**config.mk**
```make
export PLATFORM = sky130hd
export DESIGN_NAME = eth_mac_axil_init
export DESIGN_NICKNAME = d
export VERILOG_FILES = /design/src/rtl/eth_init_pkg.sv /design/src/rtl/eth_init_rom.sv /design/src/rtl/eth_mac_axil_init.sv
export SDC_FILE = /design/constraint.sdc
export NUM_CORES = 1
export LEC_CHECK = 0
export BUFFER_PORTS_ARGS = -buffer_cell sky130_fd_sc_hd__buf_4
export CELL_PAD_IN_SITES_DETAIL_PLACEMENT = 1
export CELL_PAD_IN_SITES_GLOBAL_PLACEMENT = 2
export CORE_MARGIN = 4
export CORE_UTILIZATION = 33
export CTS_BUF_LIST = sky130_fd_sc_hd__clkbuf_16
export DETAILED_ROUTE_END_ITERATION = 10
export PLACE_DENSITY = 0.9
export SLEW_MARGIN = 30
export SYNTH_ARGS = -nofsm -noshare
export SYNTH_HDL_FRONTEND = slang
export SYNTH_HIERARCHICAL = 1
export SYNTH_SLANG_ARGS = --single-unit
```
**constraint.sdc**
```tcl
create_clock -name gtx_clk -period 3.2 [get_ports gtx_clk]
set_input_delay 0.16 -clock gtx_clk [delete_from_list [all_inputs] [get_ports gtx_clk]]
set_output_delay 0.16 -clock gtx_clk [all_outputs]
set_load 0.05 [all_outputs]
```
**src/rtl/eth_init_pkg.sv**
```systemverilog
// eth_init_pkg: opcodes, register map and command format shared by the MAC init sequencer.
package eth_init_pkg;

    typedef enum logic [1:0] {OP_WRITE, OP_READ, OP_POLL, OP_END} op_e;

    typedef enum logic [3:0] {
        S_IDLE, S_FETCH, S_WR, S_WR_RESP, S_RD, S_RD_DATA, S_CHECK, S_POLL_WAIT, S_DONE, S_ERROR
    } state_e;

    localparam logic [15:0] REG_STATUS = 16'h0000;
    localparam logic [15:0] REG_CTRL   = 16'h0004;
    localparam logic [15:0] REG_MAC_LO = 16'h0010;
    localparam logic [15:0] REG_MAC_HI = 16'h0014;
    localparam logic [15:0] REG_IP     = 16'h0018;

    localparam logic [31:0] STATUS_READY = 32'h0000_0001;
    localparam logic [31:0] CTRL_TX_EN   = 32'h0000_0001;
    localparam logic [31:0] CTRL_RX_EN   = 32'h0000_0002;

    localparam logic [1:0] CAUSE_TIMEOUT  = 2'd0;
    localparam logic [1:0] CAUSE_RESP     = 2'd1;
    localparam logic [1:0] CAUSE_MISMATCH = 2'd2;

    // Reads/polls pass when (rdata & mask) == data.
    typedef struct packed {
        op_e         op;
        logic [15:0] addr;
        logic [31:0] data;
        logic [31:0] mask;
    } cmd_t;

endpackage

```
**src/rtl/eth_init_rom.sv**
```systemverilog
// eth_init_rom: fixed MAC bring-up command table, indexed by step number.
module eth_init_rom
    import eth_init_pkg::*;
#(
    parameter logic [47:0] LOCAL_MAC = 48'h02_00_00_00_00_01,
    parameter logic [31:0] LOCAL_IP  = 32'hC0A8_0180
) (
    input  logic [2:0] idx,
    output cmd_t       cmd
);

    always_comb begin
        cmd = '{OP_END, 16'h0, 32'h0, 32'h0};
        case (idx)
            3'd0: cmd = '{OP_POLL,  REG_STATUS, STATUS_READY, STATUS_READY};
            3'd1: cmd = '{OP_WRITE, REG_MAC_LO, LOCAL_MAC[31:0], 32'h0};
            3'd2: cmd = '{OP_WRITE, REG_MAC_HI, {16'h0, LOCAL_MAC[47:32]}, 32'h0};
            3'd3: cmd = '{OP_WRITE, REG_IP, LOCAL_IP, 32'h0};
            3'd4: cmd = '{OP_WRITE, REG_CTRL, CTRL_TX_EN | CTRL_RX_EN, 32'h0};
            3'd5: cmd = '{OP_READ,  REG_CTRL, CTRL_TX_EN | CTRL_RX_EN, CTRL_TX_EN | CTRL_RX_EN};
            default: ;
        endcase
    end

endmodule

```
**src/rtl/eth_mac_axil_init.sv**
```systemverilog
// eth_mac_axil_init: AXI-Lite master that walks the MAC init table after reset or on start,
// reporting busy/done/error with the failing step and cause.
module eth_mac_axil_init
    import eth_init_pkg::*;
#(
    parameter int          AXIL_ADDR_WIDTH = 16,
    parameter int          AXIL_DATA_WIDTH = 32,
    parameter logic [47:0] LOCAL_MAC       = 48'h02_00_00_00_00_01,
    parameter logic [31:0] LOCAL_IP        = 32'hC0A8_0180,
    parameter int          POLL_INTERVAL   = 1000,
    parameter int          TIMEOUT         = 1_000_000
) (
    input  logic                         gtx_clk,
    input  logic                         sys_rst,
    input  logic                         start,
    output logic [AXIL_ADDR_WIDTH-1:0]   m_axil_awaddr,
    output logic [2:0]                   m_axil_awprot,
    output logic                         m_axil_awvalid,
    input  logic                         m_axil_awready,
    output logic [AXIL_DATA_WIDTH-1:0]   m_axil_wdata,
    output logic [AXIL_DATA_WIDTH/8-1:0] m_axil_wstrb,
    output logic                         m_axil_wvalid,
    input  logic                         m_axil_wready,
    input  logic [1:0]                   m_axil_bresp,
    input  logic                         m_axil_bvalid,
    output logic                         m_axil_bready,
    output logic [AXIL_ADDR_WIDTH-1:0]   m_axil_araddr,
    output logic [2:0]                   m_axil_arprot,
    output logic                         m_axil_arvalid,
    input  logic                         m_axil_arready,
    input  logic [AXIL_DATA_WIDTH-1:0]   m_axil_rdata,
    input  logic [1:0]                   m_axil_rresp,
    input  logic                         m_axil_rvalid,
    output logic                         m_axil_rready,
    output logic                         busy,
    output logic                         done,
    output logic                         error,
    output logic [2:0]                   err_step,
    output logic [1:0]                   err_cause
);

    localparam int TW = $clog2(TIMEOUT + 1);
    localparam int IW = $clog2(POLL_INTERVAL + 1);

    state_e                       state_q, state_d;
    logic [2:0]                   idx_q, idx_d;
    logic [TW-1:0]                tmo_q, tmo_d;
    logic [IW-1:0]                ivl_q, ivl_d;
    logic                         aw_done_q, aw_done_d, w_done_q, w_done_d, pend_q, pend_d;
    logic [AXIL_DATA_WIDTH-1:0]   rdata_q, rdata_d;
    logic [2:0]                   err_step_q, err_step_d;
    logic [1:0]                   err_cause_q, err_cause_d;
    logic                         fail, waiting, match;
    logic [1:0]                   fail_cause;
    cmd_t                         cmd;

    eth_init_rom #(.LOCAL_MAC(LOCAL_MAC), .LOCAL_IP(LOCAL_IP)) u_rom (.idx(idx_q), .cmd(cmd));

    assign waiting = state_q inside {S_WR, S_WR_RESP, S_RD, S_RD_DATA, S_POLL_WAIT};
    assign match   = (rdata_q & cmd.mask) == cmd.data;

    always_comb begin
        state_d     = state_q;
        idx_d       = idx_q;
        tmo_d       = tmo_q + 1'b1;
        ivl_d       = ivl_q;
        aw_done_d   = aw_done_q;
        w_done_d    = w_done_q;
        pend_d      = pend_q;
        rdata_d     = rdata_q;
        err_step_d  = err_step_q;
        err_cause_d = err_cause_q;
        fail        = 1'b0;
        fail_cause  = CAUSE_TIMEOUT;
        case (state_q)
            S_IDLE, S_DONE, S_ERROR: begin
                if (start || pend_q) begin
                    state_d     = S_FETCH;
                    idx_d       = 3'd0;
                    pend_d      = 1'b0;
                    err_step_d  = 3'd0;
                    err_cause_d = 2'd0;
                end
            end
            S_FETCH: begin
                tmo_d     = '0;
                aw_done_d = 1'b0;
                w_done_d  = 1'b0;
                state_d   = cmd.op == OP_END ? S_DONE : cmd.op == OP_WRITE ? S_WR : S_RD;
            end
            S_WR: begin
                aw_done_d = aw_done_q | m_axil_awready;
                w_done_d  = w_done_q | m_axil_wready;
                if (aw_done_d && w_done_d) state_d = S_WR_RESP;
            end
            S_WR_RESP: begin
                if (m_axil_bvalid) begin
                    state_d    = S_CHECK;
                    fail       = m_axil_bresp != 2'b00;
                    fail_cause = CAUSE_RESP;
                end
            end
            S_RD: if (m_axil_arready) state_d = S_RD_DATA;
            S_RD_DATA: begin
                if (m_axil_rvalid) begin
                    rdata_d    = m_axil_rdata;
                    state_d    = S_CHECK;
                    fail       = m_axil_rresp != 2'b00;
                    fail_cause = CAUSE_RESP;
                end
            end
            S_CHECK: begin
                if (cmd.op == OP_WRITE || match) begin
                    idx_d   = idx_q + 3'd1;
                    state_d = S_FETCH;
                end else if (cmd.op == OP_POLL) begin
                    ivl_d   = '0;
                    state_d = S_POLL_WAIT;
                end else begin
                    fail       = 1'b1;
                    fail_cause = CAUSE_MISMATCH;
                end
            end
            S_POLL_WAIT: begin
                ivl_d = ivl_q + 1'b1;
                if (ivl_q == IW'(POLL_INTERVAL - 1)) state_d = S_RD;
            end
            default: state_d = S_IDLE;
        endcase
        // Timeout overrides any handshake in flight; outstanding valids drop with the state.
        if (waiting && tmo_q == TW'(TIMEOUT - 1)) begin
            fail       = 1'b1;
            fail_cause = CAUSE_TIMEOUT;
        end
        if (fail) begin
            state_d     = S_ERROR;
            err_step_d  = idx_q;
            err_cause_d = fail_cause;
        end
    end

    always_ff @(posedge gtx_clk or posedge sys_rst) begin
        if (sys_rst) begin
            state_q     <= S_IDLE;
            idx_q       <= '0;
            tmo_q       <= '0;
            ivl_q       <= '0;
            aw_done_q   <= 1'b0;
            w_done_q    <= 1'b0;
            pend_q      <= 1'b1;
            rdata_q     <= '0;
            err_step_q  <= '0;
            err_cause_q <= '0;
        end else begin
            state_q     <= state_d;
            idx_q       <= idx_d;
            tmo_q       <= tmo_d;
            ivl_q       <= ivl_d;
            aw_done_q   <= aw_done_d;
            w_done_q    <= w_done_d;
            pend_q      <= pend_d;
            rdata_q     <= rdata_d;
            err_step_q  <= err_step_d;
            err_cause_q <= err_cause_d;
        end
    end

    assign m_axil_awaddr  = AXIL_ADDR_WIDTH'(cmd.addr);
    assign m_axil_araddr  = AXIL_ADDR_WIDTH'(cmd.addr);
    assign m_axil_awprot  = 3'b000;
    assign m_axil_arprot  = 3'b000;
    assign m_axil_wdata   = cmd.data;
    assign m_axil_wstrb   = '1;
    assign m_axil_awvalid = state_q == S_WR && !aw_done_q;
    assign m_axil_wvalid  = state_q == S_WR && !w_done_q;
    assign m_axil_bready  = state_q == S_WR_RESP;
    assign m_axil_arvalid = state_q == S_RD;
    assign m_axil_rready  = state_q == S_RD_DATA;
    assign busy           = !(state_q inside {S_IDLE, S_DONE, S_ERROR});
    assign done           = state_q == S_DONE;
    assign error          = state_q == S_ERROR;
    assign err_step       = err_step_q;
    assign err_cause      = err_cause_q;

endmodule
```
==> flow_summary.json <==
{
  "io_pins": 131,
  "fmax_mhz": 342,
  "fin_crit_sh_pct": 91.4,
  "crit_path_max_fanout": 23,
  "grt_pass1_wl_um": 20600,
  "wl_per_cell_um": 15.9,
  "cp-startpoint": "idx_q[1]",
  "final_cell_mix": "buf_4 (78), conb_1 (75), dfrtp_1 (75), mux2_2 (33), nand2_1 (32)",
  "coreArea_um2": 14800,
  "antenna_found_initial": 0,
  "wirelength_um": 12400,
  "path_cells": "clkinvlp_4, nor3b_4, a21boi_2, a211oi_2, nand4_1, nor4_4, nor4_2, buf_4, nor2_1, a311o_1",
  "finClkSkew_ps": 6.45,
  "cts_tree": "built",
  "fin_setup_tns_ps": 0,
  "nFillCells": 1722,
  "yosysSeqAreaShare_pct": 38.3,
  "rows": 44,
  "portBuffers": 72,
  "path_class": "flip-flop to flip-flop",
  "gp_routability_congestion": 0.772,
  "power_leakage_uw": 0.00271,
  "via_count": 3854,
  "power_uw": 4810,
  "n_antenna_cell": 0,
  "path_clk_slew_ps": 60,
  "cp_data_arrival_time_ps": 3150,
  "hold_path_depth": 2,
  "hpwl_um": 9390,
  "die_x_um": 132,
  "seq_area_um2": 1930,
  "timing.rr.start": "idx_q[1]",
  "status": "completed",
  "ys.flop_type": "dfrtp_1",
  "yosys_warnings": 6,
  "setup_ws_ps": 275,
  "cts_num_sinks": 77,
  "regToRegEndpoint": "state_q[0]",
  "grt-ovfl-total": 0,
  "tightest_slew_ps": 835,
  "cpMaxStageDelayCell": "nor3b_4",
  "cts_root_buf": "clkbuf_16",
  "rrSetupSlack_ps": 280,
  "clk_latency_ps": 340,
  "netlist_instances": 537,
  "yosysUniqueCellTypes": 57,
  "die_h_um": 132,
  "endpoint": "state_q[0]",
  "relSlewSlack_pct": 44.3,
  "setup_viol": 0,
  "rsz0062_at_grt": "false",
  "synth_seq_cells": 77,
  "reg2regPathDepth": 10,
  "die_area_um2": 17300,
  "crit_path_max_incr_delay_ps": 720,
  "async_reset_ff_share_pct": 100,
  "yosys.area.top_type": "dfrtp_1",
  "synth_top_area_share_pct": 37.7,
  "hp-class": "input pin to flip-flop",
  "syn_to_final_growth_pct": 12.8,
  "slew_viol_final": 0,
  "drc": 0,
  "final_nets": 637,
  "ctsHtreeMaxLevel": 3,
  "gr-usage-all-layers_pct": 14.5,
  "cp.required_ps": 3430,
  "hold_viol_final": 0,
  "worst_setup_path_end_kind": "flip-flop",
  "synth_area_leaders": "dfrtp_1 (38%), buf_4 (15%), mux2_2 (7.4%)",
  "power-per-cell-area_nw_per_um2": 847,
  "cts_buffers": 9,
  "irDropWorstVdd_mv": 0.235,
  "clk_path_buf_depth": 2,
  "synth_area_per_cell_um2": 9.38,
  "grt_max_degree": 39,
  "start_util_pct": 34.2,
  "drt-initial-drc-count": 181,
  "min_period_ps": 2920,
  "postRouteAntennaNets": 0,
  "synth_edf_count": 0,
  "final_common_cell": "buf_4",
  "netlist_area_um2": 5040,
  "multi_input_area_um2": 2580,
  "dr.pass1.iters": 4,
  "dpl_worst_slack_ps": 199,
  "grt_pass1_vias": 4211,
  "viasPerCell": 4.97,
  "cap_violations": 0,
  "drive_gt1_share_pct": 24.7,
  "start_kind": "flip-flop",
  "post-cts-setup-buffer-count": 0
}
==> through the flow <==
step | utilization (%) | hold WS [ps] | std cells | area, um2
final | 38.5 | 45.9 | 775 | 5680
after global routing | 38.5 | 31.5 | 775 | 5680
after CTS | 38.5 | 32.4 | 775 | 5680
after detailed placement | 36.3 | 305 | 758 | 5360
after global placement | 36.3 | 284 | 758 | 5360
after floorplan | - | 311 | 609 | 5370
==> cell type report <==
cell class / count / share of cell area (%)
Tap cell: 184 / 4.05
Timing Repair Buffer: 79 / 10.5
Clock inverter: 7 / 1.43
Sequential cell: 77 / 34.0
Multi-Input combinational cell: 411 / 45.5
Clock buffer: 9 / 3.96
Inverter: 8 / 0.617
==> cells in the mapped netlist, drive strengths merged, types with 5 or more instances <==
| library cell | instances |
|---|---|
| clkbuf | 10 |
| o21ai | 21 |
| or3 | 7 |
| a21boi | 8 |
| and2 | 6 |
| o22a | 8 |
| xnor2 | 6 |
| xor2 | 10 |
| a21o | 8 |
| nand3 | 23 |
| nor2 | 31 |
| nand4 | 8 |
| ha | 7 |
| inv | 8 |
| nand2 | 32 |
| dfrtp | 76 |
| mux2 | 33 |
| buf | 103 |
| nor3 | 13 |
| a211oi | 9 |
| nand2b | 5 |
| and3 | 24 |
| a21oi | 28 |
| or2 | 5 |
| and3b | 8 |
==> flip-flops by register name, summed over array words and instances, names as in the netlist <==
register   flops
state_q        4
err_step       3
pend_q         1
rdata_q       32
w_done_q       1
ivl_q         10
aw_done_q      1
err_cause      2
tmo_q         20
idx_q          3
==> worst max-delay path: cells and delay by family (launching register included) <==
kind / cells / cell delay (ps)
AND/OR/NAND/NOR: 5 / 1300
AO/OA/AOI/OAI: 3 / 680
flip-flops: 1 / 460
buffers and inverters: 2 / 360
==> worst min-delay path by stage <==
stage,from,to,slack (ps)
CTS,m_axil_rdata[27],rdata_q[27],30
floorplan,m_axil_rdata[11],rdata_q[11],310
global route,m_axil_rdata[27],rdata_q[27],30
finish,m_axil_rdata[27],rdata_q[27],50
detailed placement,sys_rst,rdata_q[22],310
global placement,sys_rst,rdata_q[22],280
==> routing by layer <==
metal	vias up	global-route usage (%)	share of wire [%]
li1	1825	-	-
met1	1920	16.3	40
met2	88	26.1	52
met3	21	4.05	5.7
met4	0	5.19	1.9
met5	-	0	0
==> what timing repair did <==
action,CTS,global route
gates resized for setup,0,1
setup endpoints to repair,0,1
hold endpoints to repair,35,0
hold buffers,1,0
==> power breakdown <==
part           switching, uW  leakage (uW)  internal, uW
clock network            405      0.000155           672
registers                383      0.000979          1330
logic                   1240       0.00158           780
total                   2030       0.00271          2780
==> cells by family after synthesis <==
group	Yosys count	synth area share, %
AND/OR/NAND/NOR	180	19.7
buffers and inverters	121	16.5
AO/OA/AOI/OAI	96	12.6
flip-flops	77	38.3
multiplexers	37	8.17
XOR/XNOR	16	2.78
adder cells (fa/ha/maj)	7	1.74
other	3	0.223
No activity file was read; power rests on OpenSTA's default activity.
